File: src/rtl/pc_fetch_unit.sv
// -----------------------------------------------------------------------------
// pc_fetch_unit
//
// Purpose:
//   Fetch-stage program-counter generator. Issues instruction fetch requests
//   over a valid/ready handshake and advances the PC by STEP on every accepted
//   request. Trap and branch redirects replace the sequential PC. A trap
//   always wins over a branch. A redirect that arrives while a request is
//   stalled is held in a one-entry pending buffer, so it is never lost.
//   Branch targets are checked for alignment. A misaligned branch is dropped
//   and reported one cycle later.
//
// Ports:
//   i_clk               clock, rising edge
//   i_rst               synchronous active-high reset
//   i_en                fetch enable (no new request launched when 0)
//   i_br_valid          branch/jump redirect pulse
//   i_br_target         branch/jump target
//   i_trap_valid        trap redirect pulse
//   i_trap_target       trap vector (low ALIGN_BITS forced to zero)
//   i_req_ready         instruction memory accepts the request this cycle
//   o_req_valid         fetch request valid
//   o_pc                fetch address (current PC)
//   o_pc_next           PC value after the next rising edge (combinational)
//   o_req_stale         the current request is wrong-path; discard its data
//   o_redirect_pending  a buffered redirect waits for the current accept
//   o_misalign          one-cycle pulse: branch target failed alignment
//   o_misalign_addr     offending branch target while o_misalign=1
// -----------------------------------------------------------------------------
module pc_fetch_unit #(
  parameter int unsigned              XLEN         = 32,
  parameter logic [XLEN-1:0]          RESET_VECTOR = '0,
  parameter int unsigned              STEP         = 4,
  parameter int unsigned              ALIGN_BITS   = 2
) (
  input  logic            i_clk,
  input  logic            i_rst,
  input  logic            i_en,
  input  logic            i_br_valid,
  input  logic [XLEN-1:0] i_br_target,
  input  logic            i_trap_valid,
  input  logic [XLEN-1:0] i_trap_target,
  input  logic            i_req_ready,
  output logic            o_req_valid,
  output logic [XLEN-1:0] o_pc,
  output logic [XLEN-1:0] o_pc_next,
  output logic            o_req_stale,
  output logic            o_redirect_pending,
  output logic            o_misalign,
  output logic [XLEN-1:0] o_misalign_addr
);

  // Low-order bits that must be zero in any instruction address.
  localparam logic [XLEN-1:0] ALIGN_MASK = (XLEN'(1) << ALIGN_BITS) - XLEN'(1);
  localparam logic [XLEN-1:0] STEP_W     = XLEN'(STEP);

  logic [XLEN-1:0] pc_q, pc_d;
  logic            valid_q, valid_d;
  logic            pend_valid_q, pend_valid_d;
  logic [XLEN-1:0] pend_target_q, pend_target_d;
  logic            pend_trap_q, pend_trap_d;
  logic            misalign_q, misalign_d;
  logic [XLEN-1:0] misalign_addr_q, misalign_addr_d;

  logic            accept_s;
  logic            br_misaligned_s;
  logic            br_aligned_s;
  logic            redir_s;
  logic [XLEN-1:0] trap_target_s;
  logic [XLEN-1:0] redir_target_s;

  // Redirect qualification: traps are silently aligned, misaligned branches are dropped.
  always_comb begin
    accept_s        = valid_q & i_req_ready;
    trap_target_s   = i_trap_target & ~ALIGN_MASK;
    br_misaligned_s = i_br_valid & ((i_br_target & ALIGN_MASK) != '0);
    br_aligned_s    = i_br_valid & ~br_misaligned_s;
    redir_s         = i_trap_valid | br_aligned_s;
    if (i_trap_valid) begin
      redir_target_s = trap_target_s;
    end else begin
      redir_target_s = i_br_target;
    end
  end

  // Next PC and pending-redirect buffer, in priority order.
  always_comb begin
    pc_d          = pc_q;
    pend_valid_d  = pend_valid_q;
    pend_target_d = pend_target_q;
    pend_trap_d   = pend_trap_q;
    if (redir_s && (!valid_q || accept_s)) begin
      // Redirect can take effect immediately: no request is stuck in flight.
      pc_d          = redir_target_s;
      pend_valid_d  = 1'b0;
      pend_target_d = '0;
      pend_trap_d   = 1'b0;
    end else if (redir_s) begin
      // Request is stalled: keep presenting it, remember where to go next.
      // A buffered trap must not be displaced by a later branch.
      pend_valid_d = 1'b1;
      if (i_trap_valid) begin
        pend_target_d = trap_target_s;
        pend_trap_d   = 1'b1;
      end else if (!pend_valid_q || !pend_trap_q) begin
        pend_target_d = i_br_target;
        pend_trap_d   = 1'b0;
      end else begin
        pend_target_d = pend_target_q;
        pend_trap_d   = pend_trap_q;
      end
    end else if (accept_s && pend_valid_q) begin
      pc_d          = pend_target_q;
      pend_valid_d  = 1'b0;
      pend_target_d = '0;
      pend_trap_d   = 1'b0;
    end else if (accept_s) begin
      pc_d = pc_q + STEP_W;
    end else begin
      pc_d = pc_q;
    end
  end

  // Request valid and misalignment report.
  always_comb begin
    // A presented request is held until accepted, even if fetch is disabled.
    if (valid_q && !i_req_ready) begin
      valid_d = 1'b1;
    end else begin
      valid_d = i_en;
    end
    misalign_d = br_misaligned_s;
    if (br_misaligned_s) begin
      misalign_addr_d = i_br_target;
    end else begin
      misalign_addr_d = misalign_addr_q;
    end
  end

  // State registers with synchronous reset.
  always_ff @(posedge i_clk) begin
    if (i_rst) begin
      pc_q            <= RESET_VECTOR;
      valid_q         <= 1'b0;
      pend_valid_q    <= 1'b0;
      pend_target_q   <= '0;
      pend_trap_q     <= 1'b0;
      misalign_q      <= 1'b0;
      misalign_addr_q <= '0;
    end else begin
      pc_q            <= pc_d;
      valid_q         <= valid_d;
      pend_valid_q    <= pend_valid_d;
      pend_target_q   <= pend_target_d;
      pend_trap_q     <= pend_trap_d;
      misalign_q      <= misalign_d;
      misalign_addr_q <= misalign_addr_d;
    end
  end

  assign o_req_valid        = valid_q;
  assign o_pc               = pc_q;
  assign o_pc_next          = pc_d;
  assign o_req_stale        = valid_q & (pend_valid_q | redir_s);
  assign o_redirect_pending = pend_valid_q;
  assign o_misalign         = misalign_q;
  assign o_misalign_addr    = misalign_addr_q;

endmodule

File: config.mk
export PLATFORM = sky130hd
export DESIGN_NAME = pc_fetch_unit
export DESIGN_NICKNAME = d
export VERILOG_FILES = /design/src/rtl/pc_fetch_unit.sv
export SDC_FILE = /design/constraint.sdc
export NUM_CORES = 1
export LEC_CHECK = 0
export CORE_MARGIN = 4
export CORE_UTILIZATION = 42
export CTS_CLUSTER_DIAMETER = 50
export DETAILED_ROUTE_END_ITERATION = 6
export PLACE_DENSITY = 0.79
export SLEW_MARGIN = 20
export SYNTH_ARGS = -nofsm -noshare
export SYNTH_HDL_FRONTEND = slang
export SYNTH_SLANG_ARGS = --single-unit
File: constraint.sdc
create_clock -name i_clk -period 3.3 [get_ports i_clk]
set_clock_uncertainty 0.2 [all_clocks]
set_input_delay 0.825 -clock i_clk [delete_from_list [all_inputs] [get_ports i_clk]]
set_output_delay 0.825 -clock i_clk [all_outputs]
set_load 0.02 [all_outputs]
# Word level (Yosys, flattened, before mapping)
# Cells that the tools add are included.
# op_classes
add_sub_neg	1
n_eq_ne	1
muxes	15
bitwise	7
reduce_logical	13
# op_table
op	n
$mux W32	9
$add A32 B3 Y32 const B	1
$reduce_bool A32 Y1	1
$mux W1	6
$and A1 B1 Y1	4
$logic_not A1 Y1	4
$logic_and A1 B1 Y1	3
$ne A3 B2 Y1 const B	1
$logic_or A1 B1 Y1	2
$or A1 B1 Y1	2
$reduce_and A2 Y1	1
$reduce_bool A2 Y1	1
$reduce_or A2 Y1	1
$not A1 Y1	1
# word_totals
reg_bits	100
input_bits	70
out_inout_bits	100
word_cells	44

# Logic depth before layout (Yosys ltp)
# logic_depth
word_depth	7
depth_mapped	9
depth_no_buf	6

# Worst setup path before layout
# Ideal clock, no wire load.
# synth_path
kind	input to output
start	input port i_trap_valid
end	output port o_pc_next[23]
arrival_time_ps	2672
required_ps	2275
path_slack_ps	-397
cell_stages	7
path_buffers	3
cell_sequence	buf_2 > buf_1 > buf_1 > mux2i_1 > a21oi_1 > nor2_1 > a211oi_1
# synth_via
elab_chain_cells	3
elab_cells_between_ends	5
classes_between	3 x mux; 1 x bitwise; 1 x reduce/logical
# synth_rtl
element	line_no	source
from (decl)	41	input logic i_trap_valid,
$or A1 B1 Y1	78	redir_s = i_trap_valid | br_aligned_s;
$mux W32 or $logic_and A1 B1 Y1 (tied branches)	98, 92	
$mux W32 *	92	if (redir_s && (!valid_q || accept_s)) begin
to (decl)	46	output logic [XLEN-1:0] o_pc_next,
# Mark *: on every way between the ends. The rest lies on a longest branch, timed or not.

# Worst setup path in the final report
# layout_path
start	register pc_q[6] (netlist: o_pc[6])
end	output port o_pc_next[25]
# layout_via
elab_chain_cells	5
# layout_rtl
element	line_no	source
from (decl)	57	logic [XLEN-1:0] pc_q, pc_d;
from (signal assigned)	151	pc_q <= pc_d;
$add A32 B3 Y32	118	pc_d = pc_q + STEP_W;
$mux W32	117	end else if (accept_s) begin
$mux W32	112	end else if (accept_s && pend_valid_q) begin
$mux W32	98	end else if (redir_s) begin
$mux W32	92	
# No other way between the ends.

==> results.toml <==
[pwr]
p_per_area_nw_per_um2 = 375.6
p_leak_nw = 4.069
sw_frac_of_total_pct = 33.52
p_int_w = 0.002480
ir_drop_mv = 0.2789
pwr-share-clk_pct = 28.1
combPwrFrac_pct = 36.0
pwr-share-seq_pct = 35.9
p_sw_w = 0.001251
total_power_w = 0.003731

[clocking]
hold_buffers = 0
clock-sinks = 100
root_buffer = "clkbuf_16"
cts_tree = "built"
clkTransAtPathRegs_ns = 0.07
clkLatencyLatePin_ns = 0.36
cts_made_buffers = 9
ctsLongestPathBuffers = 2
h-tree-depth = 3

[synthesis]
synth_largest_area_cell = "dfxtp_1"
syn-instance-count = 687
synth_edf_count = 0
synth_fp_nets = 758
netlist.area_leader.share_pct = 37.83
yosys_warnings = 0
synth_commonest_cells = "nand2_1, dfxtp_1, nor2_1"
ys_seq_elements = 100
netlist_area_um2 = 5293
synth.distinct_cells = 55
synth_area_per_cell_um2 = 7.704
yosysMostFrequentCell = "nand2_1"
synth_ff_type = "dfxtp_1"
ys_seq_area_share_pct = 37.83
synth.top_cells.by_area = "dfxtp_1, nand2_1, a21oi_1"
async_flop_share_pct = 0

[setup_path]
startpoint_type = "register"
r2r-start = "o_pc[6]"
crit_start = "o_pc[6]"
critPathKind = "register to primary output"
end_kind = "primary output"
cpPeakStageDelay_ns = 0.58
crit_path_max_fanout = 5
required_ns = 2.27
cp.arrival_ns = 2.69
crit_path_top_delay_cell = "or4_4"
crit_top_cell = "or4_4"
cp_cell_sequence = "nand4_1, or4_4, or4_4, buf_4, a311oi_4, nand3_2, buf_6"

[global_route]
antenna_found_initial = 0
grt_pass1_vias = 7044
grt_pass1_wl_um = 37690
grt_max_degree = 39
grt_usage_pct = 32.49
overflow = 0

[floorplanning]
start_util_pct = 43.52
core_area_um2 = 12160
die_h_um = 120.3
rows = 40
die_area_um2 = 14460
ioPinCount = 170
die_x_um = 120.3

[sta]
fin_ws_ns = -0.4191
clock.fmax_mhz = 268.9
rsz0062_at_grt = "true"
maxSlewViolCount = 0
holdWs_ns = 0.2540
finalHoldViolCount = 0
timing.setup.tns_ns = -3.043
finalCritPeriodShare_pct = 112.7
setup_viol_count_final = 25
slew-limit-headroom_pct = 61.18
tightest_slew_ns = 0.5773
period_minus_slack_ns = 3.719

[placed_design]
dpl.hpwl_um = 16500
dp.cells = 1119
gp_congestion = 1.008
io_buffers = 167

[route]
drt-initial-drc-count = 694
vias_per_cell = 6.109
ant_nets = 0
num_vias = 7258
firstDrtPassIters = 5
routed_wl_um = 26360
drc = 0
wl_per_cell_um = 22.19

[min_path]
hp-class = "register to register"
hp-start = "o_misalign_addr[4]"

[flow_run]
maxCapViolCount = 0

[final_layout]
drive_above_1_share_pct = 39.12
final_cells = 1188
antennaDiodeCount = 0
syn_to_final_growth_pct = 87.66
final_core_util_pct = 81.67
num-nets-final = 1086

[outcome]
violations = "negative setup slack"
status = "finished with violations"
cell usage in the layout, fill, tap and decap left out, types with 15 or more instances in the layout:
master           instances
buf_4                  167
clkdlybuf4s50_1        127
nand2_1                100
dfxtp_1                 91
nor2_1                  75
a21oi_1                 57
buf_6                   56
mux2i_1                 18
mux2_2                  16
a22oi_1                 16
nand3_1                 15
sequential cells by signal, indices dropped and copies added, names as in the netlist:
signal	count
pend_target_q	32
pend_trap_q	1
o_misalign_addr	32
o_pc	32
o_misalign	1
o_req_valid	1
o_redirect_pending	1
worst max-delay path: cells and delay by family, from the launching register on:
kind / cells / cell delay, ns
DFF: 1 / 0.33
buffers and inverters: 2 / 0.32
AOI/OAI and AO/OA: 1 / 0.31
and+or+nand+nor: 4 / 1.37
per-stage QoR:
| stage | worst slack (ns) | cell area, um2 |
|---|---|---|
| 2_1_floorplan | -0.06486 | 5384 |
| 3_3_place_gp | -1.149 | 8240 |
| 3_5_place_dp | -1.280 | 8240 |
| 4_1_cts | -0.3418 | 9364 |
| 5_1_grt | -0.4850 | 9932 |
| 6_report | -0.4191 | 9932 |
cell type report:
class | count | area, um2
well taps | 168 | 210.2
inverters | 8 | 33.78
repair buffers | 371 | 3457
clock buffers | 12 | 246.5
multi-input cells | 525 | 3938
clock inverters | 4 | 33.78
fillers | 711 | 2230
flip-flops and latches | 100 | 2013
cell families after synthesis:
kind of cell | count (synthesis) | synth area share [%]
AND/OR/NAND/NOR | 287 | 24.94
AO/OA/AOI/OAI | 186 | 22.67
flip-flops | 100 | 37.83
buffers and inverters | 62 | 4.445
multiplexers | 42 | 8.393
XOR/XNOR | 9 | 1.489
adder cells (fa/ha/maj) | 1 | 0.2364
power by group through the flow:
stage | registers [W] | clock network (W) | logic [W]
after floorplan | 0.00143 | 0 | 0.000413
after global placement | 0.00135 | 0 | 0.00106
after detailed placement | 0.00135 | 0 | 0.00108
after CTS | 0.00133 | 0.00104 | 0.00120
after global routing | 0.00134 | 0.00109 | 0.00140
final | 0.00134 | 0.00105 | 0.00134
routing by layer:
layer	wire, um	global-route usage (%)	up-vias
li1	-	-	3137
met1	9706	38.76	3406
met2	12280	55.18	544
met3	2358	6.642	171
met4	2015	16.93	0
met5	0	0	-
path summary, 6_finish.rpt:
path	end	slack, ns	depth (start not counted)
min reg2reg	o_misalign_addr[4]	0.25	2
min	o_misalign_addr[4]	0.25	2
max reg2reg	o_pc[25]	-0.26	17
max	o_pc_next[25]	-0.42	7
timing repair:
item / CTS / global route
resized for setup: 301 / 114
buffers inserted: 37 / 22
endpoints found under the setup margin: 33 / 33
cloned: 2 / 0
pin swaps: 27 / 39
No activity file was read; power rests on OpenSTA's default activity.
